`config.mk`:
```
export PLATFORM = sky130hd
export DESIGN_NAME = detector_pasos_flat
export DESIGN_NICKNAME = d
export VERILOG_FILES = /design/src/rtl/sensores_pkg.sv /design/src/rtl/detector_pasos_if.sv /design/src/rtl/magnitud_l1.sv /design/src/rtl/detector_pasos.sv /design/src/flat_wrapper.sv
export SDC_FILE = /design/constraint.sdc
export NUM_CORES = 1
export LEC_CHECK = 0
export ABC_AREA = 1
export ABC_CLOCK_PERIOD_IN_PS = 5200
export BUFFER_PORTS_ARGS = -buffer_cell sky130_fd_sc_hd__buf_2
export CORE_ASPECT_RATIO = 1.2
export CORE_MARGIN = 2
export CORE_UTILIZATION = 60
export CTS_CLUSTER_SIZE = 14
export DETAILED_ROUTE_END_ITERATION = 7
export GPL_TIMING_DRIVEN = 1
export PLACE_DENSITY = 0.89
export SLEW_MARGIN = 20
export SYNTH_ARGS = -nofsm -noshare
export SYNTH_HDL_FRONTEND = slang
export SYNTH_SLANG_ARGS = --single-unit
```
`constraint.sdc`:
```
create_clock -name clk -period 5.2 [get_ports clk]
set_input_delay 0.52 -clock clk [delete_from_list [all_inputs] [get_ports clk]]
set_output_delay 0.52 -clock clk [all_outputs]
set_load 0.01 [all_outputs]
```
`src/rtl/sensores_pkg.sv`:
```
// Constants and types shared by the MPU6050 sensor consumers
// (step detector and gyroscope controller).
package sensores_pkg;

  localparam int          DATA_WIDTH = 16;
  localparam int          MAG_WIDTH  = 18;
  // L1 magnitude of a resting sensor in the +-2 g range: 1 g = 16384 LSB
  localparam int unsigned GRAVEDAD   = 16384;

  typedef enum logic [1:0] {
    REPOSO = 2'd0,
    PICO   = 2'd1,
    ARMADO = 2'd2
  } estado_t;

endpackage

```
`src/rtl/detector_pasos_if.sv`:
```
// Sample bus from the MPU6050 controller into the step detector.
// Handshake: muestra_valida is a one-cycle strobe qualifying accel_x/y/z in
// that same cycle; there is no ready, so the consumer accepts every strobe.
interface detector_pasos_if
  import sensores_pkg::*;
#(
  parameter int DW = DATA_WIDTH
) ();

  logic                 muestra_valida;
  logic signed [DW-1:0] accel_x;
  logic signed [DW-1:0] accel_y;
  logic signed [DW-1:0] accel_z;

  modport master (output muestra_valida, output accel_x, output accel_y, output accel_z);
  modport slave  (input  muestra_valida, input  accel_x, input  accel_y, input  accel_z);

endinterface

```
`src/rtl/magnitud_l1.sv`:
```
// Two-stage pipeline: saturating |x|,|y|,|z|, then dyn = | |x|+|y|+|z| - GRAV |.
// Generic in width and rest magnitude so it also serves gyro data.
module magnitud_l1
  import sensores_pkg::*;
#(
  parameter int          DW   = DATA_WIDTH,
  parameter int          MW   = MAG_WIDTH,
  parameter int unsigned GRAV = GRAVEDAD
) (
  input  logic                 clk,
  input  logic                 reset,
  input  logic                 vaciar,
  input  logic                 valida_in,
  input  logic signed [DW-1:0] x_in,
  input  logic signed [DW-1:0] y_in,
  input  logic signed [DW-1:0] z_in,
  output logic                 valida_out,
  output logic [MW-1:0]        dyn_out
);

  localparam logic [DW-1:0] MAX_POS = {1'b0, {(DW-1){1'b1}}};
  localparam logic [DW-1:0] MIN_NEG = {1'b1, {(DW-1){1'b0}}};
  localparam logic [MW-1:0] GRAV_M  = MW'(GRAV);

  // The most negative code has no positive twin; clamp it to the max.
  function automatic logic [DW-1:0] abs_sat(input logic [DW-1:0] v);
    if (!v[DW-1]) return v;
    if (v == MIN_NEG) return MAX_POS;
    return ~v + DW'(1);
  endfunction

  logic          v1_q, v1_d, v2_q, v2_d;
  logic [DW-1:0] ax_q, ax_d, ay_q, ay_d, az_q, az_d;
  logic [MW-1:0] l1;
  logic [MW-1:0] dyn_q, dyn_d;

  always_comb begin
    v1_d  = valida_in & ~vaciar;
    ax_d  = ax_q;
    ay_d  = ay_q;
    az_d  = az_q;
    if (v1_d) begin
      ax_d = abs_sat(x_in);
      ay_d = abs_sat(y_in);
      az_d = abs_sat(z_in);
    end
    l1    = MW'(ax_q) + MW'(ay_q) + MW'(az_q);
    v2_d  = v1_q & ~vaciar;
    dyn_d = dyn_q;
    if (v2_d) dyn_d = (l1 >= GRAV_M) ? (l1 - GRAV_M) : (GRAV_M - l1);
  end

  always_ff @(posedge clk or negedge reset) begin
    if (!reset) begin
      v1_q  <= 1'b0;
      v2_q  <= 1'b0;
      ax_q  <= '0;
      ay_q  <= '0;
      az_q  <= '0;
      dyn_q <= '0;
    end else begin
      v1_q  <= v1_d;
      v2_q  <= v2_d;
      ax_q  <= ax_d;
      ay_q  <= ay_d;
      az_q  <= az_d;
      dyn_q <= dyn_d;
    end
  end

  assign valida_out = v2_q;
  assign dyn_out    = dyn_q;

endmodule

```
`src/rtl/detector_pasos.sv`:
```
// Step detector: gravity-removed L1 magnitude feeds a peak/valley FSM that
// emits per-step pulses, a saturating step count and the walking level.
module detector_pasos
  import sensores_pkg::*;
#(
  parameter int          DATA_WIDTH  = sensores_pkg::DATA_WIDTH,
  parameter int unsigned GRAVEDAD    = sensores_pkg::GRAVEDAD,
  parameter int          UMBRAL_ALTO = 4000,
  parameter int          UMBRAL_BAJO = 1500,
  parameter int          MIN_SEP     = 4,
  parameter int          VENTANA     = 20,
  parameter int          CNT_WIDTH   = 8
) (
  input  logic                 clk,
  input  logic                 reset,
  input  logic                 habilitar,
  input  logic                 limpiar_conteo,
  detector_pasos_if.slave      bus,
  output logic                 paso,
  output logic                 caminar,
  output logic [CNT_WIDTH-1:0] conteo_pasos,
  output estado_t              estado_dbg,
  output logic                 decision_valida,
  output logic [MAG_WIDTH-1:0] dyn_dbg
);

  localparam int                   SEP_W   = $clog2(VENTANA + 1);
  localparam logic [SEP_W-1:0]     SEP_MAX = SEP_W'(VENTANA);
  localparam logic [SEP_W-1:0]     SEP_MIN = SEP_W'(MIN_SEP);
  localparam logic [MAG_WIDTH-1:0] ALTO    = MAG_WIDTH'(UMBRAL_ALTO);
  localparam logic [MAG_WIDTH-1:0] BAJO    = MAG_WIDTH'(UMBRAL_BAJO);
  localparam logic [CNT_WIDTH-1:0] CNT_MAX = '1;

  logic                 v2;
  logic [MAG_WIDTH-1:0] dyn2;

  magnitud_l1 #(
    .DW   (DATA_WIDTH),
    .MW   (MAG_WIDTH),
    .GRAV (GRAVEDAD)
  ) u_magnitud (
    .clk        (clk),
    .reset      (reset),
    .vaciar     (!habilitar),
    .valida_in  (bus.muestra_valida),
    .x_in       (bus.accel_x),
    .y_in       (bus.accel_y),
    .z_in       (bus.accel_z),
    .valida_out (v2),
    .dyn_out    (dyn2)
  );

  estado_t              estado_q, estado_d;
  logic [SEP_W-1:0]     sep_q, sep_d, sep_inc;
  logic                 paso_q, paso_d, caminar_q, caminar_d, dec_q, dec_d;
  logic [CNT_WIDTH-1:0] conteo_q, conteo_d;
  logic [MAG_WIDTH-1:0] dyn_q, dyn_d;
  logic                 acepta;

  always_comb begin
    estado_d  = estado_q;
    sep_d     = sep_q;
    paso_d    = 1'b0;
    caminar_d = caminar_q;
    conteo_d  = conteo_q;
    dec_d     = 1'b0;
    dyn_d     = dyn_q;
    acepta    = 1'b0;
    sep_inc   = (sep_q == SEP_MAX) ? SEP_MAX : sep_q + SEP_W'(1);

    if (!habilitar) begin
      estado_d  = REPOSO;
      sep_d     = SEP_MAX;
      caminar_d = 1'b0;
    end else if (v2) begin
      dec_d = 1'b1;
      dyn_d = dyn2;
      sep_d = sep_inc;
      unique case (estado_q)
        REPOSO: if (dyn2 > ALTO) estado_d = PICO;
        PICO: if (dyn2 < BAJO) begin
          estado_d = ARMADO;
          acepta   = (sep_q >= SEP_MIN);
        end
        ARMADO: begin
          if (dyn2 > ALTO)              estado_d = PICO;
          else if (sep_inc == SEP_MAX)  estado_d = REPOSO;
        end
        default: estado_d = REPOSO;
      endcase

      // sep_q still holds the distance to the previous accepted step here
      if (acepta) begin
        paso_d = 1'b1;
        sep_d  = '0;
        if (sep_q < SEP_MAX)      caminar_d = 1'b1;
        if (conteo_q != CNT_MAX)  conteo_d  = conteo_q + CNT_WIDTH'(1);
      end else if (sep_inc == SEP_MAX) begin
        caminar_d = 1'b0;
      end
      if (estado_d == REPOSO) caminar_d = 1'b0;
    end

    if (limpiar_conteo) conteo_d = '0;
  end

  always_ff @(posedge clk or negedge reset) begin
    if (!reset) begin
      estado_q  <= REPOSO;
      sep_q     <= SEP_MAX;
      paso_q    <= 1'b0;
      caminar_q <= 1'b0;
      conteo_q  <= '0;
      dec_q     <= 1'b0;
      dyn_q     <= '0;
    end else begin
      estado_q  <= estado_d;
      sep_q     <= sep_d;
      paso_q    <= paso_d;
      caminar_q <= caminar_d;
      conteo_q  <= conteo_d;
      dec_q     <= dec_d;
      dyn_q     <= dyn_d;
    end
  end

  assign paso            = paso_q;
  assign caminar         = caminar_q;
  assign conteo_pasos    = conteo_q;
  assign estado_dbg      = estado_q;
  assign decision_valida = dec_q;
  assign dyn_dbg         = dyn_q;

endmodule

```
`src/flat_wrapper.sv`:
```
// flat-port wrapper written by rule: the top's interface ports become plain ports
module detector_pasos_flat import sensores_pkg::*;
#(
  parameter int          DATA_WIDTH  = sensores_pkg::DATA_WIDTH,
  parameter int unsigned GRAVEDAD    = sensores_pkg::GRAVEDAD,
  parameter int          UMBRAL_ALTO = 4000,
  parameter int          UMBRAL_BAJO = 1500,
  parameter int          MIN_SEP     = 4,
  parameter int          VENTANA     = 20,
  parameter int          CNT_WIDTH   = 8
)
  (clk, reset, habilitar, limpiar_conteo, paso, caminar, conteo_pasos, estado_dbg, decision_valida, dyn_dbg, bus_muestra_valida, bus_accel_x, bus_accel_y, bus_accel_z);
  detector_pasos_if bus_i ();
  input  logic clk;
  input  logic reset;
  input  logic habilitar;
  input  logic limpiar_conteo;
  output logic paso;
  output logic caminar;
  output logic [CNT_WIDTH-1:0] conteo_pasos;
  output estado_t estado_dbg;
  output logic decision_valida;
  output logic [MAG_WIDTH-1:0] dyn_dbg;
  input wire logic [$bits(bus_i.muestra_valida)-1:0] bus_muestra_valida;
  input wire logic [$bits(bus_i.accel_x)-1:0] bus_accel_x;
  input wire logic [$bits(bus_i.accel_y)-1:0] bus_accel_y;
  input wire logic [$bits(bus_i.accel_z)-1:0] bus_accel_z;
  assign bus_i.muestra_valida = bus_muestra_valida;
  assign bus_i.accel_x = bus_accel_x;
  assign bus_i.accel_y = bus_accel_y;
  assign bus_i.accel_z = bus_accel_z;
  detector_pasos #(.DATA_WIDTH(DATA_WIDTH), .GRAVEDAD(GRAVEDAD), .UMBRAL_ALTO(UMBRAL_ALTO), .UMBRAL_BAJO(UMBRAL_BAJO), .MIN_SEP(MIN_SEP), .VENTANA(VENTANA), .CNT_WIDTH(CNT_WIDTH)) u_core (.clk(clk), .reset(reset), .habilitar(habilitar), .limpiar_conteo(limpiar_conteo), .bus(bus_i), .paso(paso), .caminar(caminar), .conteo_pasos(conteo_pasos), .estado_dbg(estado_dbg), .decision_valida(decision_valida), .dyn_dbg(dyn_dbg));
endmodule
```
==> impl_metrics.py <==
metrics = {
    "drt": {
        "post-route-drc-count": 0,
        "totalWireLength_um": 15700,
        "drt-pass1-iter-count": 5,
        "detail_route.wl_per_cell_um": 13.1,
        "dr_total_vias": 6409,
        "detail_route.vias_per_cell": 5.35,
        "antenna_violating_nets_post_route": 0,
        "drt_iter0_drc": 306,
    },
    "clock_tree": {
        "clock_tree.root_cell": "sky130_fd_sc_hd__clkbuf_16",
        "cts.path.max_buffers": 2,
        "cts.repair.resized": 0,
        "postCtsSetupRepairBufs": 0,
        "clk-insertion-delay-late_ns": 0.36,
        "cts_tree": "done",
        "cts.hold.buffers_added": 0,
        "numClockSinks": 104,
        "clk_pin_slew_worst_paths_ns": 0.08,
        "cts-htree-levels": 3,
        "numCtsBuffers": 9,
    },
    "timing": {
        "timing_worst_slew_pin_value_ns": 0.940,
        "finalSetupViolations": 0,
        "final_max_slew_viol_count": 0,
        "unrepaired_setup_endpoints_after_global_routing": "no",
        "tns_ns": 0,
        "maxClockFrequency_ghz": 0.273,
        "final.min_clock_period_ns": 3.66,
        "fin_crit_sh": 0.704,
        "maxSlewHeadroom": 0.372,
        "skew_ns": 0.0107,
        "hold_viol": 0,
        "hold-worst-slack_ns": 0.254,
    },
    "power": {
        "p_per_area_nw_per_um2": 467,
        "vdd.ir_drop.worst_uv": 244,
        "total_leakage_power_uw": 0.00398,
    },
    "placed_design": {
        "portBuffers": 83,
        "numPlacedInstances": 1181,
        "hpwl_um": 12300,
        "globalplace.congestion": 0.994,
    },
    "synth": {
        "synthDistinctLibCells": 40,
        "yosys_register_bits": 104,
        "area_of_the_mapped_netlist_sq_um": 7030,
        "postSynth.asyncResetShare": 1.00,
        "synth.yosys.warnings": 0,
        "syn_area_per_cell_sq_um": 7.32,
        "ys.flop_type": "sky130_fd_sc_hd__dfrtp_1",
        "post_synthesis_instance_total": 961,
        "synth-seq-area-share": 0.370,
        "synth_enable_flop_cells": 0,
        "total_nets_after_synthesis": 1056,
    },
    "worst_setup_path": {
        "crit_path_max_fanout": 18,
        "setup.worst_path.start_class": "flop",
        "r2r-start": "u_core.u_magnitud.ax_q[1]$_DFFE_PN0P_",
        "r2r_setup_slack_ns": 1.54,
        "worst_setup_path_end_kind": "flop",
        "timing.critical_path.arrival_ns": 3.90,
        "reg2reg_depth": 22,
        "critical_path_required_ns": 5.44,
        "rr_endpoint": "u_core.u_magnitud.dyn_out[8]$_DFFE_PN0P_",
        "criticalPathCategory": "flop to flop",
    },
    "layout": {
        "post-route-util": 0.684,
        "fin_nets": 1130,
        "layout-drive-gt1-share": 0.134,
        "post_layout_nonfiller_instances": 1197,
        "diodes": 0,
        "flow.area_growth_from_synthesis_pct": 11.9,
    },
    "outcome": {
        "outcome": "complete, no violations",
    },
    "die": {
        "core_area_sq_um": 11500,
        "die_h_um": 123,
        "full_die_area_sq_um": 12600,
        "dieWidth_um": 103,
        "placementRows": 43,
        "ios": 84,
        "start_util": 0.611,
    },
    "global_route": {
        "largest_net_degree_at_the_start_of_global_routing": 67,
        "global_route.usage.total": 0.268,
        "grt_pass1_wl_um": 26800,
        "grt_antenna_before_repair": 0,
        "grt-ovfl-total": 0,
        "first_global_vias": 6097,
    },
    "flow_run": {
        "max_cap_violations": 0,
    },
    "min_path": {
        "hold_crit_class": "primary input to async pin",
    },
}
## through the flow
step           setup slack (ns)  instance area (sq um)  power (uW)
2_1_floorplan              1.92                   7030        2570
3_3_place_gp               1.72                   7560        2910
3_5_place_dp               1.57                   7560        2980
4_1_cts                    1.53                   7860        3670
5_1_grt                    1.12                   7870        4030
6_report                   1.54                   7870        3680
## kinds of logic after synthesis
family / count (synthesis) / synth area share
compound gates: 137 / 0.106
xor+xnor: 40 / 0.0498
fa+ha+maj: 42 / 0.0929
buf+inv: 142 / 0.0783
flops: 104 / 0.370
simple gates: 496 / 0.302
## Yosys cell counts (all sizes together), types with 5 or more instances
master	n	area [sq um]
o22ai	6	37.5
nand3	64	335
dfrtp	102	2550
clkbuf	17	63.8
buf	5	36.3
a31oi	22	138
nor2	129	507
fa	17	340
or2	13	81.3
nand3b	5	37.5
o21ai	56	284
inv	116	435
nand4	15	100
ha	25	313
a21oi	46	230
nand2	252	968
nor3	16	85.1
xor2	28	245
xnor2	12	105
## sequential cells by signal, summed over array words and instances (netlist names)
| name | flops |
|---|---|
| u_core.u_magnitud.ay_q | 16 |
| u_core.paso | 1 |
| u_core.dyn_dbg | 18 |
| u_core.u_magnitud.ax_q | 16 |
| u_core.estado_dbg | 2 |
| u_core.conteo_pasos | 8 |
| u_core.u_magnitud.valida_out | 1 |
| u_core.u_magnitud.dyn_out | 18 |
| u_core.decision_valida | 1 |
| u_core.u_magnitud.az_q | 16 |
| u_core.u_magnitud.v1_q | 1 |
| u_core.caminar | 1 |
| u_core.sep_q | 5 |
## worst max-delay path by stage
stage                                          startpoint                                        to  slack [ns]  depth (start not counted)
floorplan           u_core.u_magnitud.ax_q[1]$_DFFE_PN0P_  u_core.u_magnitud.dyn_out[8]$_DFFE_PN0P_        1.92                         23
global placement    u_core.u_magnitud.ax_q[1]$_DFFE_PN0P_  u_core.u_magnitud.dyn_out[8]$_DFFE_PN0P_        1.72                         22
detailed placement  u_core.u_magnitud.ax_q[1]$_DFFE_PN0P_  u_core.u_magnitud.dyn_out[8]$_DFFE_PN0P_        1.57                         22
CTS                 u_core.u_magnitud.ax_q[1]$_DFFE_PN0P_  u_core.u_magnitud.dyn_out[8]$_DFFE_PN0P_        1.53                         22
global route        u_core.u_magnitud.ax_q[1]$_DFFE_PN0P_  u_core.u_magnitud.dyn_out[8]$_DFFE_PN0P_        1.12                         22
finish              u_core.u_magnitud.ax_q[1]$_DFFE_PN0P_  u_core.u_magnitud.dyn_out[8]$_DFFE_PN0P_        1.54                         22
## cells in the final DEF, fill, tap and decap left out, types with 2 or more instances in the layout
| cell | Yosys | routed |
|---|---|---|
| sky130_fd_sc_hd__nor2_1 | 122 | 122 |
| sky130_fd_sc_hd__inv_1 | 114 | 114 |
| sky130_fd_sc_hd__buf_4 | 0 | 3 |
| sky130_fd_sc_hd__a21oi_1 | 46 | 46 |
| sky130_fd_sc_hd__or2_2 | 13 | 13 |
| sky130_fd_sc_hd__o21ai_0 | 52 | 52 |
| sky130_fd_sc_hd__nor4_1 | 2 | 2 |
| sky130_fd_sc_hd__clkinv_1 | 4 | 4 |
| sky130_fd_sc_hd__dfstp_2 | 2 | 2 |
| sky130_fd_sc_hd__xor2_1 | 28 | 28 |
| sky130_fd_sc_hd__nand3_2 | 3 | 3 |
| sky130_fd_sc_hd__nor3_1 | 15 | 15 |
| sky130_fd_sc_hd__a31oi_1 | 22 | 21 |
| sky130_fd_sc_hd__nand2_2 | 6 | 6 |
| sky130_fd_sc_hd__nand3_1 | 61 | 61 |
| sky130_fd_sc_hd__fa_1 | 17 | 17 |
| sky130_fd_sc_hd__o31ai_1 | 2 | 2 |
| sky130_fd_sc_hd__inv_6 | 0 | 2 |
| sky130_fd_sc_hd__clkbuf_16 | 0 | 9 |
| sky130_fd_sc_hd__clkinv_4 | 0 | 2 |
| sky130_fd_sc_hd__nand3b_1 | 5 | 5 |
| sky130_fd_sc_hd__o22ai_1 | 6 | 6 |
| sky130_fd_sc_hd__inv_2 | 2 | 2 |
| sky130_fd_sc_hd__ha_1 | 25 | 25 |
| sky130_fd_sc_hd__dfrtp_1 | 102 | 102 |
| sky130_fd_sc_hd__xnor2_1 | 12 | 12 |
| sky130_fd_sc_hd__o21ai_1 | 3 | 3 |
| sky130_fd_sc_hd__buf_2 | 2 | 82 |
| sky130_fd_sc_hd__nor2_2 | 6 | 6 |
| sky130_fd_sc_hd__nand2_1 | 245 | 245 |
| sky130_fd_sc_hd__nand4_1 | 14 | 14 |
## worst max-delay path, cell delays in order (launching register included)
cell and delay [ns]:
sky130_fd_sc_hd__dfrtp_1 0.34, sky130_fd_sc_hd__inv_1 0.07, sky130_fd_sc_hd__fa_1 0.53, sky130_fd_sc_hd__inv_1 0.04
sky130_fd_sc_hd__ha_1 0.25, sky130_fd_sc_hd__fa_1 0.44, sky130_fd_sc_hd__nand2_1 0.12, sky130_fd_sc_hd__nand2_1 0.07
sky130_fd_sc_hd__nand3_1 0.09, sky130_fd_sc_hd__nand2_1 0.08, sky130_fd_sc_hd__nand3_1 0.09, sky130_fd_sc_hd__nand3_1 0.08
sky130_fd_sc_hd__nand2_1 0.07, sky130_fd_sc_hd__nand2_1 0.07, sky130_fd_sc_hd__inv_1 0.13, sky130_fd_sc_hd__ha_1 0.20
sky130_fd_sc_hd__nand2_1 0.07, sky130_fd_sc_hd__nor2_2 0.22, sky130_fd_sc_hd__nand2_4 0.16, sky130_fd_sc_hd__inv_2 0.20
sky130_fd_sc_hd__nand3b_1 0.09, sky130_fd_sc_hd__nand3_1 0.07, sky130_fd_sc_hd__nand2_1 0.06
## layout make-up
cell class | count | area (sq um)
clock buffers | 9 | 225
clock inverters | 7 | 77.6
fillers | 982 | 3640
inverters | 120 | 450
multi-input cells | 715 | 3880
flip-flops and latches | 104 | 2610
well taps | 157 | 196
repair buffers | 85 | 433
## metal layers
layer,up-vias,GRT usage,part of all wire
li1,3241,-,-
met1,2997,0.320,0.42
met2,132,0.480,0.51
met3,39,0.0302,0.031
met4,0,0.125,0.038
met5,-,0,0
## power by group
group          leakage [uW]  switching (uW)  total, uW  internal (uW)
registers           0.00126             134       1120            984
logic               0.00258            1200       1870            674
clock network      0.000146             311        688            377
Power figures use the tool's default switching activity.
